## src/rtl/root_if.sv

```systemverilog
// root_if: start/busy handshake and operand/result bus for root_unit.
interface root_if #(parameter int WIDTH = 16);
  localparam int OUT_W = (WIDTH + 1) / 2;
  logic             start;
  logic             mode_i;
  logic [WIDTH-1:0] x_in;
  logic [OUT_W-1:0] y_out;
  logic [WIDTH-1:0] rem_out;
  logic             busy_o;
  logic             done_o;
  modport master (output start, mode_i, x_in, input y_out, rem_out, busy_o, done_o);
  modport slave  (input start, mode_i, x_in, output y_out, rem_out, busy_o, done_o);
endinterface

```

## src/rtl/root_unit.sv

```systemverilog
// root_unit: sequential digit-by-digit cube/square integer root with remainder.
// Square-root mode is compiled in only when ROOT_UNIT_SQRT_EN is defined.
module root_unit #(parameter int WIDTH = 16) (
  input logic   clk,
  input logic   rst,
  root_if.slave io
);
  localparam int OUT_W = (WIDTH + 1) / 2;
  localparam int N3 = (WIDTH + 2) / 3;
  localparam int N2 = (WIDTH + 1) / 2;
  localparam int SW = $clog2(WIDTH + 1);
  localparam int CW = $clog2(OUT_W + 1);
  localparam logic [SW-1:0] S3 = SW'(3 * (N3 - 1));
  localparam logic [SW-1:0] S2 = SW'(2 * (N2 - 1));
  typedef enum logic [2:0] {IDLE, SHIFT, MUL, TRIPLE, CMP, DONE} state_t;
  state_t             state;
  logic [WIDTH-1:0]   x;
  logic [OUT_W-1:0]   y, y_sh, m;
  logic [SW-1:0]      s;
  logic [CW-1:0]      mc;
  logic [2*OUT_W-1:0] p, a;
  logic [2*WIDTH-1:0] b, b_cmp, b_tri;
  logic               mode, mode_in, ge;
  assign y_sh  = y << 1;
  assign b_tri = ((2*WIDTH)'({p, 1'b0}) + (2*WIDTH)'(p) + (2*WIDTH)'(1)) << s;
  assign ge    = {{WIDTH{1'b0}}, x} >= b_cmp;
`ifdef ROOT_UNIT_SQRT_EN
  assign mode_in = io.mode_i;
  assign b_cmp   = mode ? ((2*WIDTH)'({y, 1'b1}) << s) : b;
  always_ff @(posedge clk or negedge rst)
    if (!rst) mode <= 1'b0;
    else if (state == IDLE && io.start) mode <= mode_in;
`else
  assign mode_in = 1'b0;
  assign mode    = 1'b0;
  assign b_cmp   = b;
`endif
  always_ff @(posedge clk or negedge rst) begin
    if (!rst) begin
      state      <= IDLE;
      x          <= '0;
      y          <= '0;
      s          <= '0;
      mc         <= '0;
      p          <= '0;
      a          <= '0;
      m          <= '0;
      b          <= '0;
      io.y_out   <= '0;
      io.rem_out <= '0;
      io.busy_o  <= 1'b0;
      io.done_o  <= 1'b0;
    end else begin
      io.done_o <= 1'b0;
      case (state)
        IDLE: if (io.start) begin
          x         <= io.x_in;
          y         <= '0;
          s         <= mode_in ? S2 : S3;
          io.busy_o <= 1'b1;
          state     <= SHIFT;
        end
        SHIFT: begin
          // y_sh is even, so y_sh|1 equals y_sh+1 without widening
          y     <= y_sh;
          p     <= '0;
          a     <= (2*OUT_W)'(y_sh);
          m     <= y_sh | OUT_W'(1);
          mc    <= CW'(OUT_W - 1);
          state <= mode ? CMP : MUL;
        end
        MUL: begin
          if (m[0]) p <= p + a;
          a  <= a << 1;
          m  <= m >> 1;
          mc <= mc - CW'(1);
          if (mc == '0) state <= TRIPLE;
        end
        TRIPLE: begin
          b     <= b_tri;
          state <= CMP;
        end
        CMP: begin
          if (ge) begin
            x <= x - b_cmp[WIDTH-1:0];
            y <= y + OUT_W'(1);
          end
          if (s == '0) state <= DONE;
          else begin
            s     <= s - (mode ? SW'(2) : SW'(3));
            state <= SHIFT;
          end
        end
        DONE: begin
          io.y_out   <= y;
          io.rem_out <= x;
          io.busy_o  <= 1'b0;
          io.done_o  <= 1'b1;
          state      <= IDLE;
        end
        default: state <= IDLE;
      endcase
    end
  end
endmodule

```

## src/flat_wrapper.sv

```systemverilog
// flat-port wrapper written by rule: the top's interface ports become plain ports
module root_unit_flat 
#(parameter int WIDTH = 16)
  (clk, rst, io_start, io_mode_i, io_x_in, io_y_out, io_rem_out, io_busy_o, io_done_o);
  root_if #(.WIDTH(WIDTH)) io_i ();
  input logic clk;
  input logic rst;
  input wire logic [$bits(io_i.start)-1:0] io_start;
  input wire logic [$bits(io_i.mode_i)-1:0] io_mode_i;
  input wire logic [$bits(io_i.x_in)-1:0] io_x_in;
  output wire logic [$bits(io_i.y_out)-1:0] io_y_out;
  output wire logic [$bits(io_i.rem_out)-1:0] io_rem_out;
  output wire logic [$bits(io_i.busy_o)-1:0] io_busy_o;
  output wire logic [$bits(io_i.done_o)-1:0] io_done_o;
  assign io_i.start = io_start;
  assign io_i.mode_i = io_mode_i;
  assign io_i.x_in = io_x_in;
  assign io_y_out = io_i.y_out;
  assign io_rem_out = io_i.rem_out;
  assign io_busy_o = io_i.busy_o;
  assign io_done_o = io_i.done_o;
  root_unit #(.WIDTH(WIDTH)) u_core (.clk(clk), .rst(rst), .io(io_i));
endmodule
```

## config.mk

```make
export PLATFORM = sky130hd
export DESIGN_NAME = root_unit_flat
export DESIGN_NICKNAME = d
export VERILOG_FILES = /design/src/rtl/root_if.sv /design/src/rtl/root_unit.sv /design/src/flat_wrapper.sv
export SDC_FILE = /design/constraint.sdc
export NUM_CORES = 1
export LEC_CHECK = 0
export ABC_AREA = 1
export BUFFER_PORTS_ARGS = -buffer_cell sky130_fd_sc_hd__buf_2
export CAP_MARGIN = 40
export CORE_UTILIZATION = 50
export CTS_BUF_LIST = sky130_fd_sc_hd__clkbuf_8
export CTS_CLUSTER_DIAMETER = 120
export DETAILED_ROUTE_END_ITERATION = 10
export PLACE_DENSITY_LB_ADDON = 0.08
export SYNTH_ARGS = -nofsm -noshare
export SYNTH_HDL_FRONTEND = slang
export SYNTH_SLANG_ARGS = --single-unit
```

## constraint.sdc

```tcl
create_clock -name clk -period 4.1 [get_ports clk]
set_input_delay 0.82 -clock clk [delete_from_list [all_inputs] [get_ports clk]]
set_output_delay 0.82 -clock clk [all_outputs]
set_load 0.01 [all_outputs]
```

Yosys cells after proc, flatten, opt, wreduce, memory -nomap -nowiden. Index checks and enable logic that the tools add are counted.

Bits in registers: 134. Input bits: 20. Output and inout bits: 26.

Add/subtract/negate cells: 7. $lt $le $gt $ge: 1. Eq/ne operators: 10. Shifts and indexed selects: 1. Muxes and demuxes: 21. Reduce and logical (&&, ||, !) cells: 13.

Operators by type and width (count): $pmux 16 s2 (3); $mux 16 (3); $add 32x1->32 const B (1); $ge 16x32->1 (1); $shl 32x5->32 (1); $pmux 8 s3 (1); $add 17x16->18 (1); $add 16x16->16 (1); $mux 8 (2); $pmux 8 s2 (1); $sub 16x16->16 (1); $pmux 3 s5 (1); $mux 5 (2); $pmux 5 s2 (1); $mux 3 (3); $reduce_and 3->1 (3); $add 8x1->8 const B (1); $pmux 4 s2 (1); $eq 3x2->1 const B (2); $eq 3x3->1 const B (2); $ne 2x1->1 const B (3); $reduce_and 2->1 (3); $reduce_bool 2->1 (3); $logic_not 5->1 (1); 9 further kinds (11).

Depth between registers and ports, before layout. Gate-level depths: netlist of run 1.

Depth in word-level cells: 3. Gate-level depth with buffers: 17. Mapped depth without buffers: 17.

Least setup slack after synthesis of run 1. No wires, ideal clock.

Path type: register to register. From: register u_core.b[0]. To: register u_core.x[10]. Arrival: 1944 ps. Path slack: 2026 ps. Cell stages (with the launch flop): 12. Buffers on the path: 1. Period minus slack after synthesis: 2074 ps. Cell sequence: dfrtp_1 > ha_1 > fa_1 > o21ai_2 > a21oi_2 > o21ai_0 > o21bai_1 > nand2_1 > nand2_1 > inv_2 > buf_2 > a31oi_1.

Cells in the longest elaborated chain, start to end: 3.

RTL lines: start: declaration (RTL line root_unit.sv:22) `logic [2*WIDTH-1:0] b, b_cmp, b_tri;`; start signal: assignment (RTL line root_unit.sv:80) `b <= b_tri;`; $ge 16x32->1 or $sub 16x16->16 (tied branches) (RTL line root_unit.sv:26, root_unit.sv:85); $ne 2x1->1 (no line) or $mux 16 (tied branches); $reduce_and 3->1 (no line) or $pmux 16 s2 (tied branches); end signal: assignment (RTL line root_unit.sv:57) `x <= io.x_in;`; end signal: assignment (RTL line root_unit.sv:85) `x <= x - b_cmp[WIDTH-1:0];`; end: declaration (RTL line root_unit.sv:17) `logic [WIDTH-1:0] x;`.

Parallel ways exist; a longest one is shown, timed or not. The select of a mux whose other input is x is not followed. A chain may end at the register's enable or synchronous reset.

Final worst setup path of run 1.
From: register u_core.s[0]. To: register u_core.b[23].

Cells in the longest elaborated chain, start to end: 1.

RTL lines: start: declaration (RTL line root_unit.sv:19) `logic [SW-1:0] s;`; start signal: assignment (RTL line root_unit.sv:59) `s <= mode_in ? S2 : S3;`; start signal: assignment (RTL line root_unit.sv:90) `s <= s - (mode ? SW'(2) : SW'(3));`; $shl 32x5->32 (RTL line root_unit.sv:25) `assign b_tri = ((2*WIDTH)'({p, 1'b0}) + (2*WIDTH)'(p) + (2*WIDTH)'(1)) << s;`.

Every way passes these cells.

==> results.toml, run 1 <==
[setup_path]
crit_chain = "inv_1 -> o21ai_0 -> or2_0 -> o21ai_0 -> nand2_1 -> nand3_1 -> o21ai_0 -> a21oi_1 -> nor2_1"
cpPeakStageDelay_ns = 0.91
worst-path-buf-inv = 1
regToRegSetupSlack_ns = 1.18
crit_type = "reg2reg"
cp_num_cells = 9
worst_path_max_delay_cell = "dfrtp_1"
worst-path-max-fanout = 27
worstPathRequired_ns = 4.48
start_kind = "register"
critPathTopFamily = "flip-flops"
cp-end-kind = "register"
r2r_end = "u_core.b[23]"
crit_top_cell = "o21ai_0"
r2r_start = "u_core.s[0]"
cp_data_arrival_time_ns = 3.30
reg2regPathDepth = 9

[hold_path]
hold_path.class = "in2async"

[grt]
first_global_vias = 7568
grt_overflow = 0
grt_usage_pct = 25.1
grt_max_degree = 85
grt_antenna_before_repair = 0
grt_pass1_wl_mm = 36.7

[route]
drtPass1Iterations = 4
drc = 0
vias_per_cell = 5.34
drt_iter0_drc = 497
routed-via-count = 8167
wl_per_cell_um = 14.4
finalWirelength_mm = 22.1
ant_nets = 0

[synth]
synth_cell_types = 50
yosys-top-cells-count = "nand2_1, nand3_1, inv_1"
ys_async_sr_fraction_pct = 100
synthCells = 1264
syn-num-nets = 1337
ys_warn_count = 0
synth_edf_count = 0
ys_ff_latch = 132
synth_seq_area_share_pct = 36.5
synth_top_area_share_pct = 36.5
ys.flop_type = "dfrtp_1"
synth_area_um2 = 9050
synth_area_leaders = "dfrtp_1, nand2_1, nand3_1"
avgSynthCellArea_um2 = 7.16
synth.most_common_cell = "nand2_1"
synth_top_area_cell = "dfrtp_1"

[timing]
worst_slew_pin_slew_ns = 0.879
rsz0062_at_grt = "no"
skew_ns = 0.0155
drv_slew = 0
timing.final.crit_share_pct = 71.1
min_period_ns = 2.92
setup_violations = 0
max_slew_margin_pct = 41.2
tns_ns = 0
max_freq_mhz = 343
hold_viol_final = 0

[power_and_ir_drop]
p_int_mw = 3.68
power_frac_comb_pct = 53.9
pwr-share-clk_pct = 16.2
netSwitchingFraction_pct = 48.7
p_total_mw = 7.18
p_leak_nw = 4.95
vdd_drop_max_v = 0.000371
power.switching_mw = 3.50
seq_power_share_pct = 29.9
power_density_nw_per_um2 = 728

[clock_network]
cts_buffers = 17
clkTransAtPathRegs_ns = 0.08
cts-root-buf = "clkbuf_8"
holdBufCountCts = 0
cts_tree = "done"
cts_resized = 0
htree_levels = 4
clk_latency_ns = 0.46
clockBufferDepth = 2
cts_setup_buffers = 0
cts_sinks = 132

[floorplanning]
core_region_area_um2 = 17500
die_w_um = 137
die_h_um = 137
ios = 46
start_util_pct = 51.8
std_cell_rows = 48
die_area_um2 = 18700

[final_layout]
final_cells = 1529
final_util_pct = 56.4
antenna_cells = 0
fin_nets = 1364
drive_gt1_share_pct = 11.2
nFillCells = 1723
area_delta_synth_final_pct = 8.90
design_area_um2 = 9860

[run_status]
status = "completed"

[place]
hpwl_mm = 16.9
portBuffers = 44
dpl_cell_area_um2 = 9440
dp_cells = 1497
gp_congestion = 0.868

[flow_run]
maxCapViolations = 0
-- worst register-to-register path, stage by stage, from the launching register on --
cell and delay (ns):
dfrtp_1 0.91, inv_1 0.57, o21ai_0 0.39, or2_0 0.15, o21ai_0 0.14, nand2_1 0.13
nand3_1 0.11, o21ai_0 0.27, a21oi_1 0.08, nor2_1 0.10
-- final cells by class --
cell class                      instances  area (um2)  area share, %
Multi-Input combinational cell        934        4960           50.3
Timing Repair Buffer                   53         327           3.31
Tap cell                              225         282           2.86
Sequential cell                       132        3300           33.5
Clock buffer                           18         248           2.51
Clock inverter                         14         169           1.71
Inverter                              153         574           5.82
-- state kept, by name, indices dropped and copies added, names as in the netlist, 8 cells and up --
register           count
u_core.a              15
u_core.b              32
u_core.io.rem_out     16
u_core.io.y_out        8
u_core.m               8
u_core.p              15
u_core.x              16
u_core.y               8
-- power by group through the flow --
| stage | clock [mW] | combinational, mW | sequential (mW) |
|---|---|---|---|
| 2_1_floorplan | 0 | 3.05 | 2.08 |
| 3_3_place_gp | 0 | 3.78 | 2.16 |
| 3_5_place_dp | 0 | 3.83 | 2.17 |
| 4_1_cts | 1.18 | 3.86 | 2.15 |
| 5_1_grt | 1.24 | 4.42 | 2.22 |
| 6_report | 1.16 | 3.87 | 2.15 |
-- metrics by stage --
stage	hold WS, ns	worst slack, ns
floorplan	0.450	2.03
global placement	0.448	1.24
detailed placement	0.453	1.24
CTS	0.423	1.22
global route	0.448	0.846
finish	0.390	1.18
-- routing by layer --
layer	vias to the layer above	part of all wire (%)	global-route usage, %
met3	22	3.2	3.89
met4	0	1.3	7.16
met5	-	0	0
met2	146	45	39.5
li1	4260	-	-
met1	3739	51	35.6
-- worst max-delay path by stage --
stage	from	end	slack (ns)
2_1_floorplan	u_core.b[0]	u_core.x[10]	2.03
3_3_place_gp	u_core.s[0]	u_core.b[23]	1.24
3_5_place_dp	u_core.s[0]	u_core.b[23]	1.24
4_1_cts	u_core.s[0]	u_core.b[23]	1.22
5_1_grt	u_core.s[0]	u_core.b[23]	0.85
6_report	u_core.s[0]	u_core.b[23]	1.18
-- placed cells by master (no fill, tap or decap), types with 8 or more instances in the layout --
cell and instances:
nand3_2 8, clkbuf_8 18, o21ai_1 18, dfrtp_1 132, nand2_1 344, inv_1 143
nand4_1 15, inv_2 10, o22ai_1 9, ha_1 51, nor2_1 77, a31oi_1 17
o211ai_1 10, nand2_2 9, or2_2 9, buf_2 43, o21ai_0 69, a21oi_1 57
nand3_1 160
-- kinds of logic (layout without fill, tap and decap cells) --
family                     after synthesis  after routing  share of synthesized area (%)
xor gates and xnor gates                10             10                          0.967
AOI/OAI and AO/OA                      217            217                           14.0
adders and majority gates               53             53                           7.49
DFF                                    132            132                           36.5
and+or+nand+nor                        654            654                           32.2
buffers and inverters                  198            238                           8.83
No activity file was read; power rests on OpenSTA's default activity.
==> run 2: changes to the inputs <==
clock period = 2.83 ns   (was 4.1 ns; I/O delays follow)
==> results.toml, run 2 (same netlist as run 1, synthesis figures left out) <==
[run_status]
status = "completed"

[clock_network]
clkTransAtPathRegs_ns = 0.08
htree_levels = 4
cts_sinks = 132
clockBufferDepth = 2
cts_resized = 0
holdBufCountCts = 0
cts_buffers = 17
cts_tree = "done"
cts_setup_buffers = 0
clk_latency_ns = 0.45
cts-root-buf = "clkbuf_8"

[setup_path]
worst-path-max-fanout = 20
worst_path_max_delay_cell = "fa_1"
regToRegSetupSlack_ns = 0.34
critPathTopFamily = "compound AO/OA/AOI/OAI gates"
crit_type = "reg2reg"
cp_data_arrival_time_ns = 2.86
crit_top_cell = "nand2_1"
crit_chain = "ha_1 -> fa_1 -> o21ai_2 -> a21oi_2 -> o21ai_0 -> o21bai_1 -> nand2_1 -> nand2_1 -> inv_2 -> buf_12 -> nor2_1 -> a31oi_1"
cp-end-kind = "register"
cpPeakStageDelay_ns = 0.42
worstPathRequired_ns = 3.20
worst-path-buf-inv = 2
start_kind = "register"

[final_layout]
largest-register = "u_core.b"
reg_top3 = "u_core.b x32, u_core.io.rem_out x16, u_core.x x16"
final_cell_mix = "nand2_1, nand3_1, inv_1, dfrtp_1, nor2_1"
final_util_pct = 57.3
antenna_cells = 0
drive_gt1_share_pct = 11.9
final_common_cell = "nand2_1"
fin_nets = 1375
largest_reg_flops = 32
area_delta_synth_final_pct = 10.6
nFillCells = 1660

[timing]
tns_ns = 0
worst_slew_pin_slew_ns = 0.726
rsz0062_at_grt = "no"
max_slew_margin_pct = 51.6
hold_viol_final = 0
drv_slew = 0
timing.final.crit_share_pct = 88.1
max_freq_mhz = 401
skew_ns = 0.0142
setup_violations = 0
min_period_ns = 2.49

[route]
routed-via-count = 8154
vias_per_cell = 5.29
wl_per_cell_um = 14.1
ant_nets = 0
drtPass1Iterations = 5
drt_iter0_drc = 474
finalWirelength_mm = 21.7
drc = 0

[power_and_ir_drop]
seq_power_share_pct = 28.4
power_density_nw_per_um2 = 1060
pwr-share-clk_pct = 17.3
power_frac_comb_pct = 54.3
p_leak_nw = 5.04
vdd_drop_max_v = 0.000688
netSwitchingFraction_pct = 47.1
power.switching_mw = 5.02
p_int_mw = 5.64

[grt]
grt_pass1_wl_mm = 37.1
grt_usage_pct = 25.2
grt_overflow = 0
grt_antenna_before_repair = 0
first_global_vias = 7534
grt_max_degree = 77

[flow_run]
maxCapViolations = 0

[floorplanning]
die_h_um = 137
core_region_area_um2 = 17500
die_w_um = 137
start_util_pct = 51.8
ios = 46
std_cell_rows = 48
die_area_um2 = 18700

[place]
gp_congestion = 0.870
portBuffers = 44
hpwl_mm = 17.1

[hold_path]
hold_path.class = "in2async"
## run 2: worst paths after layout
kind	startpoint	endpoint	depth (start not counted)
setup / recovery	u_core.b[0]	u_core.x[12]	12
hold / removal	rst	u_core.b[19]	1
setup reg to reg	u_core.b[0]	u_core.x[12]	12
hold reg to reg	u_core.io.rem_out[9]	u_core.io.rem_out[9]	2
max in group asynchronous	rst	u_core.state[1]	2
min in group clk	io_x_in[8]	u_core.x[8]	3
## run 2: stage by stage
step / setup slack (ns) / hold WS, ns / cell area (um2) / std cells / power, mW
after floorplan: 0.756 / 0.270 / 9050 / 1264 / 7.44
after global placement: 0.391 / 0.448 / 9520 / 1507 / 8.74
after detailed placement: 0.366 / 0.453 / 9550 / 1508 / 8.84
after CTS: 0.338 / 0.146 / 10000 / 1540 / 10.7
after global routing: 0.0614 / 0.186 / 10000 / 1540 / 11.8
final: 0.338 / 0.125 / 10000 / 1540 / 10.7
## run 2: power groups by stage
stage	registers (mW)	logic (mW)	clock network, mW
5_1_grt	3.13	6.68	1.97
2_1_floorplan	3.02	4.42	0
6_report	3.03	5.79	1.84
3_3_place_gp	3.05	5.69	0
3_5_place_dp	3.07	5.77	0
4_1_cts	3.03	5.80	1.89
## run 2: metal layers
layer  vias up  share of wire (%)  routed length [um]  GRT usage [%]
li1       4282                  -                   -              -
met1      3733                 51               11000           36.1
met2       118                 45                9770           39.5
met3        21                3.0                 640           3.70
met4         0                1.3                 278           7.16
met5         -                  0                   0              0
## run 2: layout make-up
class                           count  area, um2  share of cell area, %
Tap cell                          225        282                   2.81
Timing Repair Buffer               64        434                   4.34
Inverter                          153        574                   5.74
Multi-Input combinational cell    934       4960                   49.5
Sequential cell                   132       3300                   33.0
Clock buffer                       18        248                   2.47
Clock inverter                     14        215                   2.15
==> run 3: changes to the inputs <==
PLACE_DENSITY = 0.73   (was unset)
PLACE_DENSITY_LB_ADDON = unset   (was 0.08)
==> results.toml, run 3 (same netlist as run 1, synthesis figures left out) <==
[floorplanning]
die_h_um = 137
die_w_um = 137
std_cell_rows = 48
core_region_area_um2 = 17500
die_area_um2 = 18700
ios = 46
start_util_pct = 51.8

[setup_path]
cp_data_arrival_time_ns = 2.86
crit_type = "reg2reg"
crit_chain = "ha_1 -> fa_1 -> o21ai_2 -> a21oi_2 -> o21ai_0 -> o21bai_1 -> nand2_1 -> nand2_1 -> inv_2 -> buf_12 -> nor2_1 -> a31oi_1"
crit_top_cell = "nand2_1"
worst-path-max-fanout = 31
worst-path-buf-inv = 2
critPathTopFamily = "compound AO/OA/AOI/OAI gates"
worstPathRequired_ns = 3.20
cp-end-kind = "register"
worst_path_max_delay_cell = "fa_1"
cpPeakStageDelay_ns = 0.43
start_kind = "register"

[power_and_ir_drop]
vdd_drop_max_v = 0.000732
power_density_nw_per_um2 = 1060
p_leak_nw = 5.02

[timing]
skew_ns = 0.0233
setup_violations = 0
worst_slew_pin_slew_ns = 0.715
timing.final.crit_share_pct = 87.8
min_period_ns = 2.48
hold_viol_final = 0
rsz0062_at_grt = "no"
tns_ns = 0
max_freq_mhz = 403
drv_slew = 0
max_slew_margin_pct = 52.1

[clock_network]
clkTransAtPathRegs_ns = 0.10
cts-root-buf = "clkbuf_8"
cts_tree = "done"
clockBufferDepth = 2
holdBufCountCts = 0
htree_levels = 4
cts_buffers = 17
cts_setup_buffers = 0
cts_sinks = 132
clk_latency_ns = 0.47
cts_resized = 0

[grt]
grt_antenna_before_repair = 0
grt_overflow = 0
grt_pass1_wl_mm = 37.3
first_global_vias = 7705
grt_usage_pct = 25.5
grt_max_degree = 55

[route]
drc = 0
drt_iter0_drc = 535
vias_per_cell = 5.42
ant_nets = 0
drtPass1Iterations = 7
wl_per_cell_um = 14.3
finalWirelength_mm = 22.1
routed-via-count = 8351

[hold_path]
hold_path.class = "in2async"

[final_layout]
seqCellArea_um2 = 3300
nFillCells = 1659
antenna_cells = 0
reg_top3 = "u_core.b x32, u_core.io.rem_out x16, u_core.x x16"
final_common_cell = "nand2_1"
largest_reg_flops = 32
design_area_um2 = 9960
drive_gt1_share_pct = 12.1
area_delta_synth_final_pct = 10.0
final_cell_mix = "nand2_1, nand3_1, inv_1, dfrtp_1, nor2_1"
multiInputGateArea_um2 = 4960
largest-register = "u_core.b"
fin_nets = 1377

[flow_run]
maxCapViolations = 0

[place]
gp_congestion = 0.880
dpl_cell_area_um2 = 9550
hpwl_mm = 16.7
portBuffers = 44

[run_status]
status = "completed"
[run 3: worst register-to-register path, cell delays in order, from the launching register on]
cell and delay [ns]:
dfrtp_1 0.39, ha_1 0.22, fa_1 0.43, o21ai_2 0.24
a21oi_2 0.11, o21ai_0 0.16, o21bai_1 0.15, nand2_1 0.12
nand2_1 0.10, inv_2 0.09, buf_12 0.17, nor2_1 0.07
a31oi_1 0.14
[run 3: cell type report]
class / instances / share of cell area (%)
multi-input cells: 934 / 49.8
repair buffers: 66 / 4.38
well taps: 225 / 2.83
clock buffers: 17 / 2.35
clock inverters: 15 / 1.75
inverters: 153 / 5.77
flip-flops and latches: 132 / 33.2
[run 3: stage by stage]
| stage | worst slack, ns | instances | utilization [%] | total power [mW] | hold WS [ns] |
|---|---|---|---|---|---|
| 5_1_grt | 0.143 | 1542 | 57.0 | 11.6 | 0.0832 |
| 3_3_place_gp | 0.456 | 1509 | 54.5 | 8.70 | 0.448 |
| 3_5_place_dp | 0.389 | 1510 | 54.7 | 8.84 | 0.454 |
| 4_1_cts | 0.377 | 1542 | 57.0 | 10.6 | 0.0555 |
| 6_report | 0.346 | 1542 | 57.0 | 10.6 | 0.0556 |
| 2_1_floorplan | 0.756 | 1264 | - | 7.44 | 0.270 |
[run 3: layer usage]
layer | track usage (%) | routed length [um] | vias to the layer above
li1 | - | - | 4298
met1 | 35.3 | 10900 | 3863
met2 | 40.9 | 10100 | 156
met3 | 3.59 | 700 | 34
met4 | 8.46 | 451 | 0
met5 | 0 | 0 | -
[run 3: power breakdown]
part | total (mW) | internal, mW | leakage (nW) | switching, mW
clock network | 1.67 | 0.751 | 0.206 | 0.919
logic | 5.84 | 2.05 | 3.12 | 3.79
registers | 3.04 | 2.57 | 1.69 | 0.473
total | 10.6 | 5.37 | 5.02 | 5.18
[run 3: final timing paths]
path,start,endpoint,slack [ns],cells past startpoint
max in group asynchronous,rst,u_core.mc[3],2.11,2
max reg2reg,u_core.b[0],u_core.x[14],0.35,12
min reg2reg,u_core.io.rem_out[6],u_core.io.rem_out[6],0.48,2
min,rst,u_core.p[14],0.06,1
min in group clk,io_x_in[6],u_core.x[6],0.36,3
max,u_core.b[0],u_core.x[14],0.35,12
